### src/rtl/calc_pkg.sv
// Shared types and constants for the keypad calculator controller.
// Build option: CALC_CHAIN_EN enables chaining a result into the next operation.
package calc_pkg;

    typedef enum logic [2:0] {
        S_A   = 3'd0,
        S_OP  = 3'd1,
        S_B   = 3'd2,
        S_RES = 3'd3,
        S_ERR = 3'd4
    } state_t;

    localparam logic [1:0] OP_ADD = 2'd0;
    localparam logic [1:0] OP_SUB = 2'd1;

    // Largest magnitude representable with ndig decimal digits.
    function automatic int calc_max(input int ndig);
        int m;
        m = 1;
        for (int i = 0; i < ndig; i++) begin
            m = m * 10;
        end
        return m - 1;
    endfunction

endpackage

### src/rtl/calc_if.sv
// Key-event bundle from the keypad decoder and the display-side results.
// master drives keys and observes the display; slave is the controller.
interface calc_if #(
    parameter int W = 14
) ();
    logic         key_valid;
    logic         key_is_num;
    logic         key_is_op;
    logic         key_is_eq;
    logic [3:0]   key_num;
    logic [1:0]   key_op;
    logic [W-1:0] disp_val;
    logic         disp_neg;
    logic         err;
    logic         result_valid;
    logic [2:0]   state_o;

    modport master (
        output key_valid, key_is_num, key_is_op, key_is_eq, key_num, key_op,
        input  disp_val, disp_neg, err, result_valid, state_o
    );

    modport slave (
        input  key_valid, key_is_num, key_is_op, key_is_eq, key_num, key_op,
        output disp_val, disp_neg, err, result_valid, state_o
    );
endinterface

### src/rtl/calc_alu.sv
// Combinational signed add/subtract of operand A and magnitude B,
// flagging results whose magnitude exceeds the display range.
module calc_alu
    import calc_pkg::*;
#(
    parameter int NDIG = 4,
    parameter int W    = 14
) (
    input  logic signed [W+1:0] a,
    input  logic        [W-1:0] b,
    input  logic        [1:0]   op,
    output logic signed [W+1:0] r,
    output logic                ovf
);
    localparam int MAXI = calc_max(NDIG);
    localparam logic signed [W+1:0] MAX = MAXI[W+1:0];

    logic signed [W+1:0] b_s;
    logic signed [W+1:0] mag;

    // Sum or difference, then magnitude range check.
    always_comb begin
        b_s = $signed({2'b00, b});
        r   = (op == OP_SUB) ? (a - b_s) : (a + b_s);
        mag = r[W+1] ? -r : r;
        ovf = (mag > MAX);
    end
endmodule

### src/rtl/calc_ctrl.sv
// Keypad calculator sequencer: operand entry FSM, ALU hookup, display regs.
// Build option: CALC_CHAIN_EN lets an operator key in S_RES reuse the result.
module calc_ctrl
    import calc_pkg::*;
#(
    parameter int NDIG = 4,
    parameter int W    = 14
) (
    input  logic  clk,
    input  logic  reset,
    calc_if.slave bus
);
    localparam int MAXI = calc_max(NDIG);
    localparam int LIMI = (MAXI + 1) / 10;
    localparam logic signed [W+1:0] LIM_A = LIMI[W+1:0];
    localparam logic        [W-1:0] LIM_B = LIMI[W-1:0];

    state_t              state, nxt;
    logic signed [W+1:0] a, a_n;
    logic        [W-1:0] b, b_n;
    logic signed [W+1:0] r, r_n;
    logic        [1:0]   op, op_n;
    logic                rv_n;

    logic signed [W+1:0] alu_r;
    logic                alu_ovf;

    logic                is_num, is_op, is_eq;
    logic signed [W+1:0] d_a, a_x10;
    logic        [W-1:0] d_b, b_x10;

    logic        [W-1:0] val_n;
    logic                neg_n, err_n;

    logic        [W-1:0] disp_val_q;
    logic                disp_neg_q, err_q, rv_q;

    calc_alu #(.NDIG(NDIG), .W(W)) u_alu (
        .a   (a),
        .b   (b),
        .op  (op),
        .r   (alu_r),
        .ovf (alu_ovf)
    );

    function automatic logic [W-1:0] mag_of(input logic signed [W+1:0] x);
        logic signed [W+1:0] t;
        t = x[W+1] ? -x : x;
        return t[W-1:0];
    endfunction

    // Key decode with num > op > eq priority; out-of-range codes drop the key.
    always_comb begin
        is_num = bus.key_valid && bus.key_is_num && (bus.key_num <= 4'd9);
        is_op  = bus.key_valid && !bus.key_is_num && bus.key_is_op
                 && (bus.key_op <= OP_SUB);
        is_eq  = bus.key_valid && !bus.key_is_num && !bus.key_is_op
                 && bus.key_is_eq;
        d_a    = $signed({{(W-2){1'b0}}, bus.key_num});
        d_b    = {{(W-4){1'b0}}, bus.key_num};
        a_x10  = (a <<< 3) + (a <<< 1) + d_a;
        b_x10  = (b << 3) + (b << 1) + d_b;
    end

    // Next-state and next-operand logic.
    always_comb begin
        nxt  = state;
        a_n  = a;
        b_n  = b;
        r_n  = r;
        op_n = op;
        rv_n = 1'b0;
        unique case (state)
            S_A: begin
                if (is_num) begin
                    if (a < LIM_A) a_n = a_x10;
                end else if (is_op) begin
                    op_n = bus.key_op;
                    nxt  = S_OP;
                end
            end
            S_OP: begin
                if (is_num) begin
                    b_n = d_b;
                    nxt = S_B;
                end else if (is_op) begin
                    op_n = bus.key_op;
                end
            end
            S_B: begin
                if (is_num) begin
                    if (b < LIM_B) b_n = b_x10;
                end else if (is_eq) begin
                    r_n = alu_r;
                    if (alu_ovf) begin
                        nxt = S_ERR;
                    end else begin
                        nxt  = S_RES;
                        rv_n = 1'b1;
                    end
                end
            end
            S_RES: begin
                if (is_num) begin
                    a_n = d_a;
                    b_n = '0;
                    nxt = S_A;
                end
`ifdef CALC_CHAIN_EN
                else if (is_op) begin
                    a_n  = r;
                    op_n = bus.key_op;
                    nxt  = S_OP;
                end
`endif
            end
            S_ERR: begin
                if (is_num) begin
                    a_n = d_a;
                    b_n = '0;
                    nxt = S_A;
                end
            end
            default: nxt = S_A;
        endcase
    end

    // Display values derived from the state being entered.
    always_comb begin
        val_n = '0;
        neg_n = 1'b0;
        err_n = 1'b0;
        unique case (nxt)
            S_A, S_OP: begin
                val_n = mag_of(a_n);
                neg_n = a_n[W+1];
            end
            S_B:   val_n = b_n;
            S_RES: begin
                val_n = mag_of(r_n);
                neg_n = r_n[W+1];
            end
            S_ERR: err_n = 1'b1;
            default: ;
        endcase
    end

    // State, operand and registered output update.
    always_ff @(posedge clk) begin
        if (reset) begin
            state      <= S_A;
            a          <= '0;
            b          <= '0;
            r          <= '0;
            op         <= OP_ADD;
            disp_val_q <= '0;
            disp_neg_q <= 1'b0;
            err_q      <= 1'b0;
            rv_q       <= 1'b0;
        end else begin
            state      <= nxt;
            a          <= a_n;
            b          <= b_n;
            r          <= r_n;
            op         <= op_n;
            disp_val_q <= val_n;
            disp_neg_q <= neg_n;
            err_q      <= err_n;
            rv_q       <= rv_n;
        end
    end

    assign bus.disp_val     = disp_val_q;
    assign bus.disp_neg     = disp_neg_q;
    assign bus.err          = err_q;
    assign bus.result_valid = rv_q;
    assign bus.state_o      = state;
endmodule

### src/flat_wrapper.sv
// flat-port wrapper written by rule: the top's interface ports become plain ports
module calc_ctrl_flat import calc_pkg::*;
#(
    parameter int NDIG = 4,
    parameter int W    = 14
)
  (clk, reset, bus_key_valid, bus_key_is_num, bus_key_is_op, bus_key_is_eq, bus_key_num, bus_key_op, bus_disp_val, bus_disp_neg, bus_err, bus_result_valid, bus_state_o);
  calc_if #(.W(W)) bus_i ();
  input  logic clk;
  input  logic reset;
  input wire logic [$bits(bus_i.key_valid)-1:0] bus_key_valid;
  input wire logic [$bits(bus_i.key_is_num)-1:0] bus_key_is_num;
  input wire logic [$bits(bus_i.key_is_op)-1:0] bus_key_is_op;
  input wire logic [$bits(bus_i.key_is_eq)-1:0] bus_key_is_eq;
  input wire logic [$bits(bus_i.key_num)-1:0] bus_key_num;
  input wire logic [$bits(bus_i.key_op)-1:0] bus_key_op;
  output wire logic [$bits(bus_i.disp_val)-1:0] bus_disp_val;
  output wire logic [$bits(bus_i.disp_neg)-1:0] bus_disp_neg;
  output wire logic [$bits(bus_i.err)-1:0] bus_err;
  output wire logic [$bits(bus_i.result_valid)-1:0] bus_result_valid;
  output wire logic [$bits(bus_i.state_o)-1:0] bus_state_o;
  assign bus_i.key_valid = bus_key_valid;
  assign bus_i.key_is_num = bus_key_is_num;
  assign bus_i.key_is_op = bus_key_is_op;
  assign bus_i.key_is_eq = bus_key_is_eq;
  assign bus_i.key_num = bus_key_num;
  assign bus_i.key_op = bus_key_op;
  assign bus_disp_val = bus_i.disp_val;
  assign bus_disp_neg = bus_i.disp_neg;
  assign bus_err = bus_i.err;
  assign bus_result_valid = bus_i.result_valid;
  assign bus_state_o = bus_i.state_o;
  calc_ctrl #(.NDIG(NDIG), .W(W)) u_core (.clk(clk), .reset(reset), .bus(bus_i));
endmodule
### config.mk
export PLATFORM = sky130hd
export DESIGN_NAME = calc_ctrl_flat
export DESIGN_NICKNAME = d
export VERILOG_FILES = /design/src/rtl/calc_pkg.sv /design/src/rtl/calc_if.sv /design/src/rtl/calc_alu.sv /design/src/rtl/calc_ctrl.sv /design/src/flat_wrapper.sv
export SDC_FILE = /design/constraint.sdc
export NUM_CORES = 1
export LEC_CHECK = 0
export CAP_MARGIN = 20
export CORE_ASPECT_RATIO = 1.5
export CORE_MARGIN = 2
export CORE_UTILIZATION = 62
export CTS_CLUSTER_DIAMETER = 50
export DETAILED_ROUTE_END_ITERATION = 8
export PLACE_DENSITY_LB_ADDON = 0.05
export REMOVE_ABC_BUFFERS = 1
export SKIP_LAST_GASP = 1
export SYNTH_ARGS = -nofsm -noshare
export SYNTH_HDL_FRONTEND = slang
export SYNTH_SLANG_ARGS = --single-unit
export TNS_END_PERCENT = 30
### constraint.sdc
create_clock -name clk -period 4.6 [get_ports clk]
set_input_delay 1.15 -clock clk [delete_from_list [all_inputs] [get_ports clk]]
set_output_delay 1.15 -clock clk [all_outputs]
set_load 0.03 [all_outputs]
==> run summary, run 1 <==
The run finished with clean final reports. The mapped netlist covers 0.00667 sq mm. The worst relative slew slack is 0.492. The sort of element at the end of the critical path is a flop.

STA classifies the critical path startpoint as a flop. The data required time of the worst path is 4.84 ns. The first global-routing pass estimated 35400 um of wire. The number of buffer and inverter instances along the worst setup path is 3. Setup repair after global routing could not meet its margin everywhere. The max-cap violation count is 0.

The hold path depth came out at 1. Dividing the detail-routed wire length by the instance count gives 20.4 um. The family with the most delay on the worst path is simple AND/OR/NAND/NOR gates. The synthesized design spends more area on one cell type than any other, namely sky130_fd_sc_hd__dfxtp_1. The detailed placement HPWL came out at 17800 um.

The first detailed-routing pass ran for 5 iterations. The sequential cell fraction of total power is 0.285. In this run, post-CTS hold repair placed 0 buffers. Including well taps, the total number of placed cells is 1131. The global-route usage over all layers came out at 0.397. The switching share of power is 0.363.

The sequential cell area fraction in the yosys report came out at 0.201. The total leakage power is 3.72 nW. The pin count of the biggest net entering global routing came out at 39. The proportion of layout cells with a drive suffix above 1 is 0.248. After detailed placement, the total cell area comes to 0.00807 sq mm. The largest stage delay on the critical path is 0.66 ns.

The final weighted congestion of routability-driven global placement came out at 1.01. After filler insertion, the fill cell instance count of the layout stands at 715. The signal on the critical path passes through nor3_4, buf_6, a21oi_1, xnor2_1, ha_1, or4b_2, or4_1, o211ai_1, o21a_2, nor2_1, or4_4, a22oi_2, buf_4, nor2_1, a21oi_2, a21oi_4, buf_12, a311oi_2. The maximum frequency from static timing analysis came out at 220 MHz. For this configuration, the core starts out at a cell density of 0.633. In the routed design, unresolved DRC markers number 0. The clock network power share is 0.317. The clock latency of the later-clocked register in the worst-skew pair came out at 0.34 ns.

For this run, the post-layout net count is 1090. The slew at the pin with the worst max-slew slack came out at 0.762 ns. The row count is 46. The quantity of I/O buffers inserted on ports is 31. The max-slew violation count came to 0. The number of H-tree levels came out at 3. The post-layout instance count excluding filler cells is 1155.

The number of setup violations in the final report came out at 0. The total global routing overflow came out at 0. During synthesis, Yosys emitted a total of 0 warnings.

The post-synthesis cell count came out at 845. By count the netlist is led by sky130_fd_sc_hd__nor2_1 (96), sky130_fd_sc_hd__dfxtp_1 (67), sky130_fd_sc_hd__ha_1 (67). The number of logic stages on the critical path including buffering is 18.

The area occupied by registers is 0.00135 sq mm. The cell-internal power came out at 1.33 mW. The prevailing post-synth register cell is sky130_fd_sc_hd__dfxtp_1. The switching power summed over all nets came out at 0.760 mW. The number of antenna diodes in the final layout is 0. The peak ir drop on the vdd network came out at 248 uV.

The DRC marker count from the first detailed-route iteration came out at 473. The area share of the largest cell type after synthesis is 0.201. The register clock-pin slew on the reported worst setup and hold paths came out at 0.06 ns. Of the available clock period, the critical path in the final layout requires 0.990.

The number of distinct library cell variants in the gate-level netlist after synthesis came out at 86. The die is 88.7 um wide. The number of buffers inserted during clock tree synthesis came out at 9. TritonCTS built the clock tree. The floorplan step defined a core boundary enclosing 0.0105 sq mm.

The total number of vias is 7501. The floorplan step defined a die boundary enclosing 0.0116 sq mm. The layout-stage area growth over the synthesis result came out at 30.7%. The post-route minimum period is 4.55 ns. The critical path in this run is classified as flop to flop.

The total count of hold-check failures in the final report was 0. The data arrival time of the critical path is 4.80 ns. The final wirelength came out at 23500 um. In the final layout, the multi-input gates occupy 0.00531 sq mm. The synthesized flop and latch total came out at 67.

The final setup skew is 0.00997 ns. The logic gate share of total power came out at 0.399. The worst reg-to-reg path cell count is 18. The slowest stage of the critical path is the sky130_fd_sc_hd__or4b_2 cell. For the final routed database, the setup TNS stands at 0 ns. The async set-reset flop share out of synthesis is 0. The areal power density over the cells is 240 mW/mm^2. Ranked by total cell area, the synthesized netlist is headed by sky130_fd_sc_hd__dfxtp_1 (20%), sky130_fd_sc_hd__ha_1 (13%), sky130_fd_sc_hd__xnor2_1 (6.0%). The number of global-route vias before repair came to 7218. The clock tree root driver cell is sky130_fd_sc_hd__clkbuf_16. The cell with the most instances after synthesis is sky130_fd_sc_hd__nor2_1. The detail route stage leaves a number of antenna-violating nets equal to 0. In this run the worst hold path is classified as flop to flop.

The count of flip-flops with a built-in enable after synthesis came out at 0. The height of the chip is 131 um. In the routed layout, each cell is associated on average with a via count of 6.49. The utilization after layout is 0.827.

The largest driver fanout on the critical path is 8. Counting stages on the worst path, the most repeated cell is sky130_fd_sc_hd__nor2_1. The clock net in this run drives a total of 67 sinks. The buffer levels on the longest clock path is 2. The number of antenna violations at the first check in global routing is 0. During I/O placement, the number of pins put on the boundary was 32.

The design area is 0.00871 sq mm. The synthesized area divided by synthesized cell count came out at 7.89 sq um.
==> repair_timing <==
item                       CTS  global route
setup buffers                0             6
cloned                       1             1
pin swaps                    3            19
gates resized for setup      7            59
setup endpoints to repair   14            20
==> cell families (layout without fill, tap and decap cells) <==
group                    Yosys count  in the layout  synth area share
AO/OA/AOI/OAI                    252            253             0.271
XOR/XNOR                          67             67            0.0880
adder cells (fa/ha/maj)           72             72             0.141
buffers and inverters             59            224            0.0424
flip-flops                        67             67             0.201
multiplexers                       8              8            0.0126
AND/OR/NAND/NOR                  320            320             0.244
==> metal layers <==
| layer | wire length (um) | part of all wire | GRT usage | up-vias |
|---|---|---|---|---|
| met2 | 12000 | 0.51 | 0.726 | 334 |
| met3 | 1340 | 0.057 | 0.0666 | 130 |
| met5 | 0 | 0 | 0 | - |
| met1 | 8440 | 0.36 | 0.410 | 3578 |
| li1 | - | - | - | 3459 |
| met4 | 1780 | 0.076 | 0.242 | 0 |
==> registers in the layout, summed over array words and instances, names as in the netlist <==
name                     cells
u_core.a                    16
u_core.r                    15
u_core.b                    14
u_core.bus.disp_val         14
u_core.bus.state_o           3
u_core.op                    2
u_core.bus.disp_neg          1
u_core.bus.err               1
u_core.bus.result_valid      1
==> per-stage QoR <==
step / total power, mW / hold WS [ns] / worst slack [ns]
global placement: 1.30 / 0.472 / -0.0962
floorplan: 1.01 / 0.463 / 0.369
CTS: 1.99 / 0.496 / 0.00513
finish: 2.09 / 0.491 / 0.0460
global route: 2.16 / 0.508 / -0.120
detailed placement: 1.32 / 0.487 / -0.189
==> path summary, 6_finish.rpt <==
path	startpoint	endpoint	slack (ns)
worst min register to register	u_core.op[1]	u_core.op[1]	0.49
worst max register to register	u_core.b[1]	u_core.bus.disp_val[6]	0.05
worst min-delay path	u_core.op[1]	u_core.op[1]	0.49
worst max-delay path	u_core.b[1]	u_core.bus.disp_val[6]	0.05
==> placed cells by master (no fill, tap or decap), types with 10 or more instances in the layout <==
cell type / count
sky130_fd_sc_hd__a21o_1: 14
sky130_fd_sc_hd__a21oi_1: 46
sky130_fd_sc_hd__a31oi_1: 19
sky130_fd_sc_hd__and2_1: 11
sky130_fd_sc_hd__and3_1: 10
sky130_fd_sc_hd__buf_4: 148
sky130_fd_sc_hd__clkbuf_16: 10
sky130_fd_sc_hd__clkdlybuf4s50_1: 30
sky130_fd_sc_hd__dfxtp_1: 64
sky130_fd_sc_hd__ha_1: 66
sky130_fd_sc_hd__inv_1: 23
sky130_fd_sc_hd__nand2_1: 65
sky130_fd_sc_hd__nand2b_1: 11
sky130_fd_sc_hd__nand3_1: 20
sky130_fd_sc_hd__nand4_1: 10
sky130_fd_sc_hd__nor2_1: 96
sky130_fd_sc_hd__nor2b_1: 17
sky130_fd_sc_hd__nor3_1: 18
sky130_fd_sc_hd__o211ai_1: 10
sky130_fd_sc_hd__o21ai_0: 46
sky130_fd_sc_hd__o21ai_1: 12
sky130_fd_sc_hd__xnor2_1: 45
sky130_fd_sc_hd__xor2_1: 21
==> cell type report <==
class / count / share of cell area
well taps: 144 / 0.0207
clock inverters: 7 / 0.00589
inverters: 24 / 0.0103
flip-flops and latches: 67 / 0.155
clock buffers: 9 / 0.0259
multi-input cells: 720 / 0.610
repair buffers: 184 / 0.173
==> power by group through the flow <==
stage	combinational [mW]	sequential [mW]	clock [mW]
3_5_place_dp	0.707	0.609	0
3_3_place_gp	0.687	0.609	0
4_1_cts	0.739	0.596	0.659
2_1_floorplan	0.398	0.614	0
5_1_grt	0.890	0.596	0.677
6_report	0.835	0.596	0.663
No activity file was read; power rests on OpenSTA's default activity.
==> inputs of run 2 (changes only) <==
--- a/config.mk
+++ b/config.mk
@@ -13,7 +13,6 @@
 export DETAILED_ROUTE_END_ITERATION = 8
 export PLACE_DENSITY_LB_ADDON = 0.05
 export REMOVE_ABC_BUFFERS = 1
-export SKIP_LAST_GASP = 1
 export SYNTH_ARGS = -nofsm -noshare
 export SYNTH_HDL_FRONTEND = slang
 export SYNTH_SLANG_ARGS = --single-unit
==> run 2 against run 1 <==
Compared with the run above: combinational power barely moved; global-route usage unchanged; die area unchanged; maximum frequency up 0.14%; clock skew about the same; non-clock buffer count unchanged; sequential share of layout area is essentially flat; utilization grew 0.12 points; wire length about the same; via count increased by 0.11%; clock power barely moved; setup slack gained 0.0062 ns; largest cell class unchanged; highest routed layer unchanged.
==> run summary, run 2 (synthesis results as in run 1) <==
In the finished design, the share of the clock period the worst path needs comes to 0.989. The first TritonRoute pass finished after 5 iterations. The number of flip-flops in the largest register is 16. 0 antenna diodes ended up in the layout. The final layout contains routed wiring with a total length of 23500 um. In this run the remaining antenna-violating nets after routing total 0.

After detailed placement, the total cell area comes to 0.00807 sq mm. Power spread over the standard cell area amounts to 240 mW/mm^2. The number of global-route vias before repair is 7218. In this run the critical register-to-register path is launched from u_core.b[1]. The total number of vias came out at 7509. The number of buffers inserted during clock tree synthesis came out at 9. The number of antenna violations at the first check in global routing was 0. The row count came out at 46. STA classifies the critical path endpoint as a flop.

The largest registers in the layout are u_core.a (16), u_core.r (15). The proportion of layout cells with a drive suffix above 1 is 0.251. The worst hold slack is 0.491 ns. Setup repair after global routing could not meet its margin everywhere. Ranked by flip-flop count, first place goes to u_core.a. The library cells used most frequently in the layout, excluding fill and tap cells, are sky130_fd_sc_hd__buf_4 (148), sky130_fd_sc_hd__nor2_1 (95), sky130_fd_sc_hd__ha_1 (66), sky130_fd_sc_hd__nand2_1 (65), sky130_fd_sc_hd__dfxtp_1 (64). Summed over all layers, the global routing overflow is 0. The pin count of the biggest net entering global routing came out at 39. The total count of hold-check failures in the final report came out at 0. The data required time of the worst path came out at 4.84 ns. Tracing the worst setup path back leads to its startpoint at u_core.b[1]. Between clock sinks in the finished design, the worst skew comes to 0.0100 ns. For this run, the top clock speed supported by timing is 220 MHz. During placement, the flow inserted port buffers numbering 31. The endpoint identified for the worst register-to-register timing path is u_core.bus.disp_val[6]. The total leakage power came out at 3.72 nW.

Across every metal layer, demand over resource in global routing totals 0.397. The min-delay analysis places its worst path in the category flop to flop. CTS saw 67 sinks. The first global-routing pass estimated 35400 um of wire. The max-cap violation count is 0. The root buffer cell chosen for the clock tree is sky130_fd_sc_hd__clkbuf_16. The number of design rule violations left after detail routing is 0. The data arrival time of the critical path came out at 4.79 ns. The post-route minimum period came out at 4.55 ns.

The most critical setup path has its endpoint at u_core.bus.disp_val[6]. The max-slew violation count came out at 0. The post-layout net count is 1090. The wire length per cell after detailed routing came out at 20.4 um. The width of the die is 88.7 um. The number of setup violations in the final report came out at 0. The number of H-tree levels came out at 3. The largest driver fanout on the critical path is 8. The layout-stage area growth over the synthesis result came out at 30.9%.

The number of primary I/O pins is 32. The slack of the worst reg-to-reg path is 0.05 ns. The final weighted congestion of routability-driven global placement is 1.01. The starting density of the core came out at 0.633. The most frequent standard cell in the layout excluding fill and tap cells is sky130_fd_sc_hd__buf_4.

The floorplan die area is 0.0116 sq mm. The routed via count divided by cell count came out at 6.50. The startpoint type of the worst setup path is a flop. The total power draw came out at 2.10 mW. The peak ir drop on the vdd network came out at 250 uV. The type of the setup path with the least slack is flop to flop.

The height of the chip came out at 131 um. The buffer levels on the longest clock path is 2. At the pin with the least slew margin, the transition time is 0.765 ns. The run finished with clean final reports. The register clock-pin slew on the reported worst setup and hold paths is 0.06 ns. The detailed placement HPWL came out at 17800 um. The final-layout fill cell count came out at 711. The worst relative slew slack is 0.490. The placeable core region is 0.0105 sq mm. TritonCTS built the clock tree. The worst reg-to-reg path cell count is 18. The DRC marker count from the first detailed-route iteration is 424. For the worst-skew pair, the clock arrives at the later sink with an insertion delay of 0.34 ns. The design area came out at 0.00872 sq mm.
-- run 2: changes by cell type in the layout (fill, tap and decap cells not counted) --
cell	change
sky130_fd_sc_hd__a21oi_1	-1
sky130_fd_sc_hd__a21oi_2	+1
sky130_fd_sc_hd__nor2_1	-1
sky130_fd_sc_hd__nor2_2	+1
sky130_fd_sc_hd__nor4_1	-1
sky130_fd_sc_hd__nor4_2	+1
-- run 2: metrics by stage --
stage | utilization | setup WS (ns) | instances | TNS [ns]
floorplan | - | 0.369 | 810 | 0
detailed placement | 0.766 | -0.189 | 1131 | -1.19
global placement | 0.766 | -0.0962 | 1131 | -0.145
CTS | 0.796 | 0.00513 | 1148 | 0
global route | 0.828 | -0.120 | 1155 | -1.15
finish | 0.828 | 0.0522 | 1155 | 0
-- run 2: how the worst min path moves through the flow --
| stage | start | to | slack, ns | cells past startpoint |
|---|---|---|---|---|
| final | u_core.op[1] | u_core.op[1] | 0.49 | 1 |
| after detailed placement | u_core.op[1] | u_core.op[1] | 0.49 | 1 |
| after global placement | u_core.op[1] | u_core.op[1] | 0.47 | 1 |
| after CTS | u_core.op[1] | u_core.op[1] | 0.50 | 1 |
| after floorplan | u_core.op[1] | u_core.op[1] | 0.46 | 1 |
| after global routing | u_core.op[1] | u_core.op[1] | 0.51 | 1 |
-- run 2: area by class of cell --
cell class | instances | area [sq um] | share of cell area
timing repair buffer | 184 | 1500 | 0.172
clock inverter | 7 | 51.3 | 0.00588
clock buffer | 9 | 225 | 0.0258
tap | 144 | 180 | 0.0207
multi-input combinational | 720 | 5320 | 0.610
sequential | 67 | 1350 | 0.155
inverter | 24 | 90.1 | 0.0103
-- run 2: layer usage --
| layer | share of wire | track usage |
|---|---|---|
| met1 | 0.35 | 0.410 |
| met2 | 0.51 | 0.726 |
| met3 | 0.059 | 0.0666 |
| met4 | 0.073 | 0.242 |
| met5 | 0 | 0 |
-- run 2: power by group --
part	internal, mW	leakage [nW]	switching, mW
logic	0.381	3.05	0.458
registers	0.587	0.543	0.00923
clock network	0.368	0.132	0.295
-- run 2: worst max-delay path, stage by stage, from the launching register on --
cell	delay, ns
sky130_fd_sc_hd__dfxtp_4	0.37
sky130_fd_sc_hd__nor3_4	0.22
sky130_fd_sc_hd__buf_6	0.14
sky130_fd_sc_hd__a21oi_2	0.05
sky130_fd_sc_hd__xnor2_1	0.25
sky130_fd_sc_hd__ha_1	0.29
sky130_fd_sc_hd__or4b_2	0.66
sky130_fd_sc_hd__or4_1	0.41
sky130_fd_sc_hd__o211ai_1	0.17
sky130_fd_sc_hd__o21a_2	0.20
sky130_fd_sc_hd__nor2_2	0.06
sky130_fd_sc_hd__or4_4	0.43
sky130_fd_sc_hd__a22oi_2	0.28
sky130_fd_sc_hd__buf_4	0.17
sky130_fd_sc_hd__nor2_1	0.04
sky130_fd_sc_hd__a21oi_2	0.14
sky130_fd_sc_hd__a21oi_4	0.10
sky130_fd_sc_hd__buf_12	0.18
sky130_fd_sc_hd__a311oi_2	0.27
-- run 2: repair_timing --
| action | in CTS | in global routing |
|---|---|---|
| setup buffers | 0 | 6 |
| gates resized for setup | 7 | 62 |
| cloned | 1 | 1 |
| hold endpoints to repair | 0 | 0 |
| pin swaps | 3 | 19 |
| hold buffers | 0 | 0 |
| setup endpoints to repair | 14 | 20 |
